===== src/rtl/stream_mux_pkg.sv =====
// stream_mux_pkg -- shared types and constants for the stream multiplexer.
//   mode_e             : arbitration mode (MODE_FIXED = sel-driven, MODE_RR = round-robin)
//   DEFAULT_NUM_INPUTS : default channel count
//   DEFAULT_WIDTH      : default data bits per channel
//   idx_w()            : width of a channel index for a given channel count
package stream_mux_pkg;

    typedef enum logic {
        MODE_FIXED = 1'b0,
        MODE_RR    = 1'b1
    } mode_e;

    localparam int DEFAULT_NUM_INPUTS = 4;
    localparam int DEFAULT_WIDTH      = 8;

    // A single channel still needs a one-bit index so that port vectors
    // never collapse to zero width.
    function automatic int idx_w(input int n);
        return (n < 2) ? 1 : $clog2(n);
    endfunction

endpackage


===== src/rtl/stream_mux_rr_arbiter.sv =====
// rr_arbiter -- round-robin request arbiter with a rotating priority pointer.
// Ports:
//   clk, rst   : rising-edge clock, synchronous active-high reset (ptr -> 0)
//   req        : request vector, one bit per channel
//   advance    : a grant was consumed; move ptr just past the granted index
//   grant      : one-hot grant (all zero when no request)
//   grant_idx  : binary index of the granted channel
//   grant_vld  : some channel is granted
// The search starts at ptr and wraps from N-1 back to 0.
module rr_arbiter
    import stream_mux_pkg::*;
#(
    parameter int N  = DEFAULT_NUM_INPUTS,
    parameter int IW = idx_w(N)
) (
    input  logic          clk,
    input  logic          rst,
    input  logic [N-1:0]  req,
    input  logic          advance,
    output logic [N-1:0]  grant,
    output logic [IW-1:0] grant_idx,
    output logic          grant_vld
);

    logic [IW-1:0] ptr;

    // NOTE: every output of a combinational block gets a default first, so no
    // path through the block leaves a variable unassigned and infers a latch.
    always_comb begin
        int            cand;
        logic [IW-1:0] cand_idx;
        grant     = '0;
        grant_idx = '0;
        grant_vld = 1'b0;
        cand      = 0;
        cand_idx  = '0;
        for (int k = 0; k < N; k++) begin
            cand = int'(ptr) + k;
            if (cand >= N) begin
                cand = cand - N;
            end
            cand_idx = IW'(cand);
            if (!grant_vld && req[cand_idx]) begin
                grant_vld = 1'b1;
                grant_idx = cand_idx;
            end
        end
        if (grant_vld) begin
            grant[grant_idx] = 1'b1;
        end
    end

    // NOTE: state registers use non-blocking assignments so every flop samples
    // the pre-edge values regardless of statement order.
    always_ff @(posedge clk) begin
        if (rst) begin
            ptr <= '0;
        end else if (advance && grant_vld) begin
            ptr <= (int'(grant_idx) == N - 1) ? '0 : grant_idx + 1'b1;
        end
    end

endmodule


===== src/rtl/stream_mux.sv =====
// stream_mux -- N-to-1 valid/ready stream multiplexer with a registered output.
// Ports:
//   clk, rst   : rising-edge clock, synchronous active-high reset
//   in_data    : per-channel data (unpacked array)
//   in_valid   : per-channel valid
//   in_ready   : per-channel accept strobe (at most one bit high)
//   sel        : channel select used in FIXED mode
//   mode       : 0 = FIXED (sel-driven), 1 = RR (round-robin)
//   out_data   : registered selected word
//   out_valid  : out_data holds an unconsumed word
//   out_ready  : downstream accept
//   out_src    : channel index that supplied out_data
// Optional (macro STREAM_MUX_PKT_LOCK_EN):
//   in_last    : per-channel end-of-packet marker
//   out_last   : end-of-packet marker registered alongside out_data
//   With the macro, the grant stays on one channel from its first word until
//   a word with in_last high, ignoring mode and sel meanwhile.
module stream_mux
    import stream_mux_pkg::*;
#(
    parameter int NUM_INPUTS = DEFAULT_NUM_INPUTS,
    parameter int WIDTH      = DEFAULT_WIDTH
) (
    input  logic                             clk,
    input  logic                             rst,
    input  logic [WIDTH-1:0]                 in_data [NUM_INPUTS],
    input  logic [NUM_INPUTS-1:0]            in_valid,
    output logic [NUM_INPUTS-1:0]            in_ready,
    input  logic [idx_w(NUM_INPUTS)-1:0]     sel,
    input  logic                             mode,
    output logic [WIDTH-1:0]                 out_data,
    output logic                             out_valid,
    input  logic                             out_ready,
    output logic [idx_w(NUM_INPUTS)-1:0]     out_src
`ifdef STREAM_MUX_PKT_LOCK_EN
    ,
    input  logic [NUM_INPUTS-1:0]            in_last,
    output logic                             out_last
`endif
);

    localparam int IW = idx_w(NUM_INPUTS);

    mode_e                 mode_q;
    logic [NUM_INPUTS-1:0] sel_mask;
    logic [NUM_INPUTS-1:0] req;
    logic [NUM_INPUTS-1:0] grant;
    logic [IW-1:0]         grant_idx;
    logic                  grant_vld;
    logic                  load_en;
    logic                  xfer;
    logic                  advance;

`ifdef STREAM_MUX_PKT_LOCK_EN
    logic                  locked;
    logic [IW-1:0]         lock_src;
    logic [NUM_INPUTS-1:0] lock_mask;
`endif

    assign mode_q  = mode_e'(mode);
    assign load_en = !out_valid || out_ready;

    // All grant decisions go through the round-robin search: FIXED mode and
    // packet lock simply mask the request vector down to a single channel,
    // so the arbiter returns that channel (or nothing). An out-of-range sel
    // matches no bit and therefore yields no grant.
    always_comb begin
        sel_mask = '0;
        for (int i = 0; i < NUM_INPUTS; i++) begin
            sel_mask[i] = (int'(sel) == i);
        end
        req = (mode_q == MODE_RR) ? in_valid : (in_valid & sel_mask);
`ifdef STREAM_MUX_PKT_LOCK_EN
        lock_mask = '0;
        lock_mask[lock_src] = 1'b1;
        if (locked) begin
            req = in_valid & lock_mask;
        end
`endif
    end

    assign xfer     = grant_vld && load_en && !rst;
    assign in_ready = xfer ? grant : '0;
    assign advance  = xfer && (mode_q == MODE_RR);

    rr_arbiter #(
        .N  (NUM_INPUTS),
        .IW (IW)
    ) u_rr_arbiter (
        .clk       (clk),
        .rst       (rst),
        .req       (req),
        .advance   (advance),
        .grant     (grant),
        .grant_idx (grant_idx),
        .grant_vld (grant_vld)
    );

    // A held word (out_valid && !out_ready) keeps load_en low, so data, source
    // and valid all stay put; an empty load with out_ready high drops valid.
    always_ff @(posedge clk) begin
        if (rst) begin
            out_valid <= 1'b0;
            out_data  <= '0;
            out_src   <= '0;
        end else if (load_en) begin
            out_valid <= grant_vld;
            if (grant_vld) begin
                out_data <= in_data[grant_idx];
                out_src  <= grant_idx;
            end
        end
    end

`ifdef STREAM_MUX_PKT_LOCK_EN
    always_ff @(posedge clk) begin
        if (rst) begin
            out_last <= 1'b0;
            locked   <= 1'b0;
            lock_src <= '0;
        end else if (xfer) begin
            out_last <= in_last[grant_idx];
            locked   <= !in_last[grant_idx];
            lock_src <= grant_idx;
        end else if (load_en) begin
            out_last <= 1'b0;
        end
    end
`endif

endmodule

===== config.mk =====
export PLATFORM = sky130hd
export DESIGN_NAME = stream_mux
export DESIGN_NICKNAME = d
export VERILOG_FILES = /design/src/rtl/stream_mux_pkg.sv /design/src/rtl/stream_mux_rr_arbiter.sv /design/src/rtl/stream_mux.sv
export SDC_FILE = /design/constraint.sdc
export NUM_CORES = 1
export LEC_CHECK = 0
export BUFFER_PORTS_ARGS = -buffer_cell sky130_fd_sc_hd__buf_2
export CAP_MARGIN = 25
export CORE_ASPECT_RATIO = 1.5
export CORE_MARGIN = 4
export CORE_UTILIZATION = 40
export DETAILED_ROUTE_END_ITERATION = 7
export PLACE_DENSITY_LB_ADDON = 0.15
export RECOVER_POWER = 100
export SLEW_MARGIN = 10
export SYNTH_ARGS = -nofsm -noshare
export SYNTH_HDL_FRONTEND = slang
export SYNTH_SLANG_ARGS = --single-unit

===== constraint.sdc =====
create_clock -name clk -period 2.4 [get_ports clk]
set_clock_uncertainty 0.2 [all_clocks]
set_input_delay 0.48 -clock clk [delete_from_list [all_inputs] [get_ports clk]]
set_output_delay 0.48 -clock clk [all_outputs]
set_load 0.01 [all_outputs]

==> results of run 1 <==
==> metrics by stage <==
stage                     instances  utilization (%)  TNS (ns)
final                           230             66.2     -1.10
after global routing            230             66.2     -1.55
after CTS                       229             66.7    -0.847
after detailed placement        220             59.7     -1.60
after global placement          220             59.7     -1.18
after floorplan                 126                -    -0.358
==> state kept, by name, summed over array words and instances (netlist names) <==
signal	cells
out_src	2
out_data	8
out_valid	1
u_rr_arbiter.ptr	2
==> worst max path at each step <==
stage | from | end | slack, ns | cells past startpoint
after floorplan | mode | in_ready[0] | -0.13 | 8
after global placement | mode | in_ready[1] | -0.30 | 9
after detailed placement | sel[1] | in_ready[1] | -0.37 | 10
after CTS | mode | in_ready[3] | -0.22 | 9
after global routing | mode | in_ready[3] | -0.36 | 9
final | mode | in_ready[3] | -0.29 | 9
==> kinds of logic (layout without fill, tap and decap cells) <==
group | after synthesis | in the layout
buf+inv | 8 | 88
fa+ha+maj | 4 | 4
mux | 11 | 11
simple gates | 44 | 44
flops | 13 | 13
compound gates | 46 | 46
==> where the power goes <==
part           internal (mW)  total, mW  switching (mW)
logic                  0.178      0.359           0.181
clock network         0.0643      0.137          0.0732
registers              0.244      0.262          0.0172
total                  0.487      0.758           0.271
==> layer usage <==
metal | share of wire, % | GRT usage (%) | vias up
met3 | 5.0 | 2.74 | 4
met2 | 57 | 41.5 | 40
met1 | 37 | 21.2 | 615
li1 | - | - | 627
met4 | 1.3 | 7.08 | 0
met5 | 0 | 0 | -
==> cells in the final DEF, fill, tap and decap left out, types with 2 or more instances in the layout <==
master | netlist | final
sky130_fd_sc_hd__a21o_1 | 10 | 10
sky130_fd_sc_hd__a21oi_1 | 2 | 3
sky130_fd_sc_hd__and2_4 | 0 | 5
sky130_fd_sc_hd__and3_1 | 2 | 2
sky130_fd_sc_hd__buf_2 | 1 | 38
sky130_fd_sc_hd__buf_4 | 1 | 20
sky130_fd_sc_hd__buf_6 | 1 | 7
sky130_fd_sc_hd__clkbuf_1 | 0 | 13
sky130_fd_sc_hd__clkbuf_4 | 0 | 4
sky130_fd_sc_hd__dfxtp_1 | 13 | 13
sky130_fd_sc_hd__ha_2 | 0 | 2
sky130_fd_sc_hd__ha_4 | 0 | 2
sky130_fd_sc_hd__inv_1 | 4 | 3
sky130_fd_sc_hd__mux2i_1 | 10 | 10
sky130_fd_sc_hd__nand2_1 | 12 | 12
sky130_fd_sc_hd__nand2b_1 | 3 | 3
sky130_fd_sc_hd__nand3_1 | 11 | 10
sky130_fd_sc_hd__nor2_1 | 3 | 3
sky130_fd_sc_hd__o211ai_1 | 9 | 9
sky130_fd_sc_hd__o21a_1 | 2 | 2
sky130_fd_sc_hd__o21ai_0 | 10 | 10
==> timing repair <==
item	in CTS	in global routing
pin swaps	8	4
gates cloned	0	0
endpoints found under the setup margin	4	4
setup buffers	5	1
gates resized for setup	24	1
==> cell type report <==
type / instances / area [um^2]
clock buffer: 4 / 26.3
fill: 234 / 837
inverter: 5 / 21.3
multi-input combinational: 105 / 816
sequential: 13 / 260
tap: 24 / 30.0
timing repair buffer: 79 / 487
==> report_table.html, run 1 <==
<table>
<tr><th>Metric</th><th>Value</th></tr>
<tr><th colspan="2">GRT</th></tr>
<tr><td>Initial antenna violation count</td><td>0</td></tr>
<tr><td>Total GRT Usage</td><td>20.8%</td></tr>
<tr><td>Overflow after GRT</td><td>0</td></tr>
<tr><td>Global-route wire length before repair</td><td>5910 um</td></tr>
<tr><td>Largest net degree at the start of global routing</td><td>11</td></tr>
<tr><td>Vias in the first global route</td><td>1404</td></tr>
<tr><th colspan="2">Power</th></tr>
<tr><td>Power consumption</td><td>0.758 mW</td></tr>
<tr><td>Power density over cell area</td><td>462 mW/mm^2</td></tr>
<tr><td>IR Drop Worst-Case VDD</td><td>0.000318 V</td></tr>
<tr><td>Leakage power total</td><td>0.766 nW</td></tr>
<tr><th colspan="2">Worst setup path</th></tr>
<tr><td>Buffers &amp; Inverters on Critical Path</td><td>3</td></tr>
<tr><td>Worst-path fanout max</td><td>6</td></tr>
<tr><td>Cell-by-cell trace of the critical path</td><td>buf_8, o21bai_4, and2_4, a222oi_1, and2_1, buf_6, ha_4, and2_4, buf_6</td></tr>
<tr><td>Arrival time reported for the critical path endpoint</td><td>2.01 ns</td></tr>
<tr><td>Register-to-register path setup slack</td><td>0.27 ns</td></tr>
<tr><td>Startpoint type of the worst setup path</td><td>primary input</td></tr>
<tr><td>Highest cell delay on the worst timing path</td><td>0.39 ns</td></tr>
<tr><td>Cell type group with the largest total delay on the critical path</td><td>compound AO/OA/AOI/OAI gates</td></tr>
<tr><td>Launch point of the worst reg-to-reg path</td><td>u_rr_arbiter.ptr[1]</td></tr>
<tr><td>Crit path required time</td><td>1.72 ns</td></tr>
<tr><td>Cells on worst reg2reg path</td><td>8</td></tr>
<tr><td>Reg-to-reg endpoint</td><td>out_data[4]</td></tr>
<tr><td>Critical setup path kind</td><td>primary input to output pin</td></tr>
<tr><td>CP endpoint kind</td><td>output pin</td></tr>
<tr><td>Cell with the biggest individual delay on the critical path</td><td>sky130_fd_sc_hd__a222oi_1</td></tr>
<tr><th colspan="2">Timing</th></tr>
<tr><td>Relative slew margins</td><td>54.3%</td></tr>
<tr><td>Final worst setup slack</td><td>-0.291 ns</td></tr>
<tr><td>Number of pins with negative max-slew slack in the final report</td><td>0</td></tr>
<tr><td>Final hold violation count</td><td>0</td></tr>
<tr><td>RSZ-0062 raised after global routing</td><td>yes</td></tr>
<tr><td>Final setup violation count</td><td>4</td></tr>
<tr><td>Post-route clock period utilization</td><td>112%</td></tr>
<tr><td>Maximum frequency from static timing analysis</td><td>0.372 GHz</td></tr>
<tr><td>Final Critical Period</td><td>2.69 ns</td></tr>
<tr><td>Final hold slack</td><td>0.291 ns</td></tr>
<tr><td>Transition time at the pin with the least slew margin</td><td>0.685 ns</td></tr>
<tr><th colspan="2">Synth</th></tr>
<tr><td>Net Count, Synth</td><td>172</td></tr>
<tr><td>Most frequent cell after synthesis</td><td>sky130_fd_sc_hd__dfxtp_1</td></tr>
<tr><td>Main flop type after synthesis</td><td>sky130_fd_sc_hd__dfxtp_1</td></tr>
<tr><td>Compound-gate portion of the synthesized area</td><td>33.1%</td></tr>
<tr><td>Mapped Cells</td><td>126</td></tr>
<tr><td>Total number of yosys warnings</td><td>0</td></tr>
<tr><td>Netlist Area Pre-Place</td><td>0.00105 mm^2</td></tr>
<tr><td>Post-synthesis sequential element count</td><td>13</td></tr>
<tr><td>Simple-gate share of the synthesized area</td><td>22.5%</td></tr>
<tr><td>Leading cell types by count after synthesis</td><td>sky130_fd_sc_hd__dfxtp_1, sky130_fd_sc_hd__nand2_1, sky130_fd_sc_hd__nand3_1</td></tr>
<tr><td>Avg Inst Size Synth</td><td>8.34 um^2</td></tr>
<tr><td>Number of distinct library cell variants in the gate-level netlist after synthesis</td><td>38</td></tr>
<tr><td>Post-synthesis share of cell area spent on full adders, half adders and majority gates</td><td>4.76%</td></tr>
<tr><td>Sequential share of the synthesized area</td><td>24.8%</td></tr>
<tr><td>Number of enable-type register cells in the synthesized netlist</td><td>0</td></tr>
<tr><td>Cell type with the largest total area after synthesis</td><td>sky130_fd_sc_hd__dfxtp_1</td></tr>
<tr><td>Area share of the largest cell type after synthesis</td><td>24.8%</td></tr>
<tr><td>Share of flip-flops with an asynchronous set or reset</td><td>0%</td></tr>
<tr><td>Multiplexer fraction of the synthesized cell area</td><td>10.6%</td></tr>
<tr><td>Xor/xnor cell area share of the yosys netlist</td><td>0%</td></tr>
<tr><td>Largest family of logic cells by synthesized area</td><td>compound AO/OA/AOI/OAI gates</td></tr>
<tr><td>Most area-consuming cells after synthesis</td><td>sky130_fd_sc_hd__dfxtp_1, sky130_fd_sc_hd__mux2i_1, sky130_fd_sc_hd__a21o_1</td></tr>
<tr><th colspan="2">Die</th></tr>
<tr><td>I/O pin count</td><td>57</td></tr>
<tr><td>Rows</td><td>22</td></tr>
<tr><td>Total die area</td><td>0.00353 mm^2</td></tr>
<tr><td>DIE WIDTH</td><td>49.9 um</td></tr>
<tr><td>Starting utilization of the core area</td><td>42.4%</td></tr>
<tr><td>Die Y-Extent</td><td>70.8 um</td></tr>
<tr><td>Core outline area</td><td>0.00248 mm^2</td></tr>
<tr><th colspan="2">Route</th></tr>
<tr><td>Detail-routed net length per standard cell</td><td>14.9 um</td></tr>
<tr><td>Count of routing violations after the opening detailed-route iteration</td><td>35</td></tr>
<tr><td>Total routed wirelength</td><td>3420 um</td></tr>
<tr><td>Routed vias</td><td>1286</td></tr>
<tr><td>Ratio of routed vias to standard cells</td><td>5.59</td></tr>
<tr><td>DRC violation count after routing</td><td>0</td></tr>
<tr><td>Number of detailed-routing iterations run before antenna repair</td><td>4</td></tr>
<tr><td>Antenna viol nets, final</td><td>0</td></tr>
<tr><th colspan="2">Final layout</th></tr>
<tr><td>Area growth from synthesis to final layout</td><td>56.1%</td></tr>
<tr><td>Cell area after layout</td><td>0.00164 mm^2</td></tr>
<tr><td>Number of nets in the layout</td><td>253</td></tr>
<tr><td>Total inserted antenna cells</td><td>0</td></tr>
<tr><td>Share of final-layout standard cells stronger than drive strength 1</td><td>44.7%</td></tr>
<tr><th colspan="2">Clocking</th></tr>
<tr><td>Root Buffer Master</td><td>sky130_fd_sc_hd__clkbuf_4</td></tr>
<tr><td>TritonCTS sink count</td><td>13</td></tr>
<tr><td>Hold-fix buffers at CTS</td><td>0</td></tr>
<tr><td>Clock-pin transition on the worst setup and hold timing paths</td><td>0.08 ns</td></tr>
<tr><td>Clock tree buffer depth</td><td>2</td></tr>
<tr><td>Latest clock arrival within the worst-skew pair</td><td>0.27 ns</td></tr>
<tr><td>H-tree depth</td><td>1</td></tr>
<tr><td>Total CTS buffers</td><td>3</td></tr>
<tr><td>Clock tree from TritonCTS</td><td>built</td></tr>
<tr><th colspan="2">Hold path</th></tr>
<tr><td>Sink of the worst hold path</td><td>u_rr_arbiter.ptr[1]</td></tr>
<tr><td>Class of the worst hold path</td><td>primary input to flop</td></tr>
<tr><td>Count of cells along the worst hold path</td><td>2</td></tr>
<tr><td>Hold_sp</td><td>rst</td></tr>
<tr><th colspan="2">Place</th></tr>
<tr><td>Buffers on Ports</td><td>56</td></tr>
<tr><td>Area post-placement</td><td>0.00148 mm^2</td></tr>
<tr><td>DPL Wire Length</td><td>2560 um</td></tr>
<tr><td>Routability congestion estimate from global placement</td><td>0.824</td></tr>
<tr><td>Setup slack at placement</td><td>-0.372 ns</td></tr>
<tr><th colspan="2">Status</th></tr>
<tr><td>Failing checks</td><td>setup timing</td></tr>
<tr><td>Run status</td><td>complete, but fails checks</td></tr>
<tr><th colspan="2">Job</th></tr>
<tr><td>Max-cap violation count</td><td>0</td></tr>
</table>
No activity file was read; power rests on OpenSTA's default activity.
==> inputs of run 2 (changes only) <==
--- a/config.mk
+++ b/config.mk
@@ -10,7 +10,9 @@
 export CORE_ASPECT_RATIO = 1.5
 export CORE_MARGIN = 4
 export CORE_UTILIZATION = 40
+export CTS_CLUSTER_SIZE = 28
 export DETAILED_ROUTE_END_ITERATION = 7
+export MAX_ROUTING_LAYER = met4
 export PLACE_DENSITY_LB_ADDON = 0.15
 export RECOVER_POWER = 100
 export SLEW_MARGIN = 10
==> run 2 against run 1 <==
Effect of this change:
- the run still ends with setup timing left
- non-clock buffer count unchanged
- count of clock-buffer cells in the layout unchanged
- die area unchanged
- power decreased by 0.30%
- sequential power hardly changed
- fmax hardly changed
- critical path type unchanged
- largest cell class unchanged
==> report_table.html, run 2 (synthesis gave the netlist of run 1 again) <==
<table>
<tr><th>Metric</th><th>Value</th></tr>
<tr><th colspan="2">Status</th></tr>
<tr><td>Run status</td><td>complete, but fails checks</td></tr>
<tr><td>Failing checks</td><td>setup timing</td></tr>
<tr><th colspan="2">Route</th></tr>
<tr><td>Routed vias</td><td>1287</td></tr>
<tr><td>DRC violation count after routing</td><td>0</td></tr>
<tr><td>Number of detailed-routing iterations run before antenna repair</td><td>5</td></tr>
<tr><td>Ratio of routed vias to standard cells</td><td>5.60</td></tr>
<tr><td>Antenna viol nets, final</td><td>0</td></tr>
<tr><td>Detail-routed net length per standard cell</td><td>14.9 um</td></tr>
<tr><td>Count of routing violations after the opening detailed-route iteration</td><td>36</td></tr>
<tr><td>Total routed wirelength</td><td>3420 um</td></tr>
<tr><th colspan="2">GRT</th></tr>
<tr><td>Total GRT Usage</td><td>21.3%</td></tr>
<tr><td>Initial antenna violation count</td><td>0</td></tr>
<tr><td>Overflow after GRT</td><td>0</td></tr>
<tr><td>Largest net degree at the start of global routing</td><td>11</td></tr>
<tr><td>Vias in the first global route</td><td>1406</td></tr>
<tr><td>Global-route wire length before repair</td><td>5900 um</td></tr>
<tr><th colspan="2">Timing</th></tr>
<tr><td>RSZ-0062 raised after global routing</td><td>yes</td></tr>
<tr><td>Number of pins with negative max-slew slack in the final report</td><td>0</td></tr>
<tr><td>Final setup TNS</td><td>-1.09 ns</td></tr>
<tr><td>Transition time at the pin with the least slew margin</td><td>0.687 ns</td></tr>
<tr><td>Final Critical Period</td><td>2.69 ns</td></tr>
<tr><td>Final hold violation count</td><td>0</td></tr>
<tr><td>Relative slew margins</td><td>54.2%</td></tr>
<tr><td>Final worst setup slack</td><td>-0.289 ns</td></tr>
<tr><td>Maximum frequency from static timing analysis</td><td>0.372 GHz</td></tr>
<tr><td>Post-route clock period utilization</td><td>112%</td></tr>
<tr><td>Final setup violation count</td><td>4</td></tr>
<tr><td>Final hold slack</td><td>0.293 ns</td></tr>
<tr><th colspan="2">Final layout</th></tr>
<tr><td>Largest reg by FF count</td><td>out_data</td></tr>
<tr><td>Number of filler instances in the final layout</td><td>234</td></tr>
<tr><td>Most used cells in the layout excluding fill and tap cells</td><td>sky130_fd_sc_hd__buf_2, sky130_fd_sc_hd__buf_4, sky130_fd_sc_hd__clkbuf_1, sky130_fd_sc_hd__dfxtp_1, sky130_fd_sc_hd__nand2_1</td></tr>
<tr><td>Total inserted antenna cells</td><td>0</td></tr>
<tr><td>Cell area after layout</td><td>0.00164 mm^2</td></tr>
<tr><td>Max FFs per register</td><td>8</td></tr>
<tr><td>Footprint of the multi-input gates</td><td>816 um^2</td></tr>
<tr><td>Most common library cell in the layout ignoring fill and taps</td><td>sky130_fd_sc_hd__buf_2</td></tr>
<tr><td>Core occupancy in the finished layout</td><td>66.2%</td></tr>
<tr><td>Register Area</td><td>260 um^2</td></tr>
<tr><td>Area growth from synthesis to final layout</td><td>56.1%</td></tr>
<tr><td>Share of final-layout standard cells stronger than drive strength 1</td><td>44.7%</td></tr>
<tr><td>Number of nets in the layout</td><td>253</td></tr>
<tr><td>Top Registers</td><td>out_data (8), out_src (2), u_rr_arbiter.ptr (2)</td></tr>
<tr><th colspan="2">Die</th></tr>
<tr><td>Total die area</td><td>0.00353 mm^2</td></tr>
<tr><td>Core outline area</td><td>0.00248 mm^2</td></tr>
<tr><td>I/O pin count</td><td>57</td></tr>
<tr><td>Die Y-Extent</td><td>70.8 um</td></tr>
<tr><td>DIE WIDTH</td><td>49.9 um</td></tr>
<tr><td>Rows</td><td>22</td></tr>
<tr><td>Starting utilization of the core area</td><td>42.4%</td></tr>
<tr><th colspan="2">Place</th></tr>
<tr><td>Area post-placement</td><td>0.00148 mm^2</td></tr>
<tr><td>Buffers on Ports</td><td>56</td></tr>
<tr><td>Setup slack at placement</td><td>-0.372 ns</td></tr>
<tr><td>Routability congestion estimate from global placement</td><td>0.836</td></tr>
<tr><td>DPL Wire Length</td><td>2560 um</td></tr>
<tr><th colspan="2">Power</th></tr>
<tr><td>Leakage power total</td><td>0.766 nW</td></tr>
<tr><td>Power density over cell area</td><td>461 mW/mm^2</td></tr>
<tr><td>IR Drop Worst-Case VDD</td><td>0.000317 V</td></tr>
<tr><th colspan="2">Clocking</th></tr>
<tr><td>Clock tree buffer depth</td><td>2</td></tr>
<tr><td>Root Buffer Master</td><td>sky130_fd_sc_hd__clkbuf_4</td></tr>
<tr><td>Clock tree from TritonCTS</td><td>built</td></tr>
<tr><td>Latest clock arrival within the worst-skew pair</td><td>0.27 ns</td></tr>
<tr><td>Total CTS buffers</td><td>3</td></tr>
<tr><td>Clock-pin transition on the worst setup and hold timing paths</td><td>0.08 ns</td></tr>
<tr><td>TritonCTS sink count</td><td>13</td></tr>
<tr><td>Hold-fix buffers at CTS</td><td>0</td></tr>
<tr><td>H-tree depth</td><td>1</td></tr>
<tr><th colspan="2">Worst setup path</th></tr>
<tr><td>Crit path required time</td><td>1.72 ns</td></tr>
<tr><td>Arrival time reported for the critical path endpoint</td><td>2.01 ns</td></tr>
<tr><td>Launch point of the worst reg-to-reg path</td><td>u_rr_arbiter.ptr[1]</td></tr>
<tr><td>Worst-path fanout max</td><td>6</td></tr>
<tr><td>CP endpoint kind</td><td>output pin</td></tr>
<tr><td>Highest cell delay on the worst timing path</td><td>0.39 ns</td></tr>
<tr><td>Register-to-register path setup slack</td><td>0.26 ns</td></tr>
<tr><td>Critical setup path kind</td><td>primary input to output pin</td></tr>
<tr><td>Cells on worst reg2reg path</td><td>8</td></tr>
<tr><td>Cell with the biggest individual delay on the critical path</td><td>sky130_fd_sc_hd__a222oi_1</td></tr>
<tr><td>Cell-by-cell trace of the critical path</td><td>buf_8, o21bai_4, and2_4, a222oi_1, and2_1, buf_6, ha_4, and2_4, buf_6</td></tr>
<tr><td>Launch point of the critical path</td><td>mode</td></tr>
<tr><td>Startpoint type of the worst setup path</td><td>primary input</td></tr>
<tr><th colspan="2">Hold path</th></tr>
<tr><td>Count of cells along the worst hold path</td><td>2</td></tr>
<tr><td>Hold_sp</td><td>out_data[1]</td></tr>
<tr><td>Class of the worst hold path</td><td>flop to flop</td></tr>
<tr><th colspan="2">Job</th></tr>
<tr><td>Max-cap violation count</td><td>0</td></tr>
</table>
run 2: per-layer routing:
metal / routed length [um] / GRT usage (%) / vias to the layer above
li1: - / - / 628
met1: 1230 / 21.0 / 609
met2: 1950 / 41.5 / 46
met3: 185 / 2.53 / 4
met4: 44 / 7.08 / 0
met5: 0 / - / -
run 2: what timing repair did:
| action | in CTS | in global routing |
|---|---|---|
| gates resized for setup | 24 | 1 |
| endpoints found under the hold margin | 0 | 0 |
| buffers inserted | 5 | 1 |
| pin swaps | 8 | 4 |
| setup endpoints to repair | 4 | 4 |
run 2: final cells by class:
class,count,area share (%)
Tap cell,24,1.83
Timing Repair Buffer,79,29.7
Inverter,5,1.30
Clock buffer,4,1.60
Multi-Input combinational cell,105,49.7
Sequential cell,13,15.9
run 2: final timing paths:
check,end
setup / recovery,in_ready[3]
hold / removal,out_data[1]
setup reg to reg,out_data[4]
hold reg to reg,out_data[1]
run 2: report_power, final:
part / internal (mW) / switching [mW]
clock: 0.0643 / 0.0709
sequential: 0.244 / 0.0174
combinational: 0.178 / 0.181
total: 0.487 / 0.269
run 2: through the flow:
| stage | total power, mW | cells |
|---|---|---|
| 2_1_floorplan | 0.454 | 126 |
| 3_3_place_gp | 0.578 | 220 |
| 3_5_place_dp | 0.585 | 220 |
| 4_1_cts | 0.763 | 229 |
| 5_1_grt | 0.809 | 230 |
| 6_report | 0.756 | 230 |
run 2: critical path, delay by kind of cell:
kind	cells	cell delay [ns]
compound gates	2	0.55
fa+ha+maj	1	0.12
buf+inv	3	0.34
simple gates	3	0.51
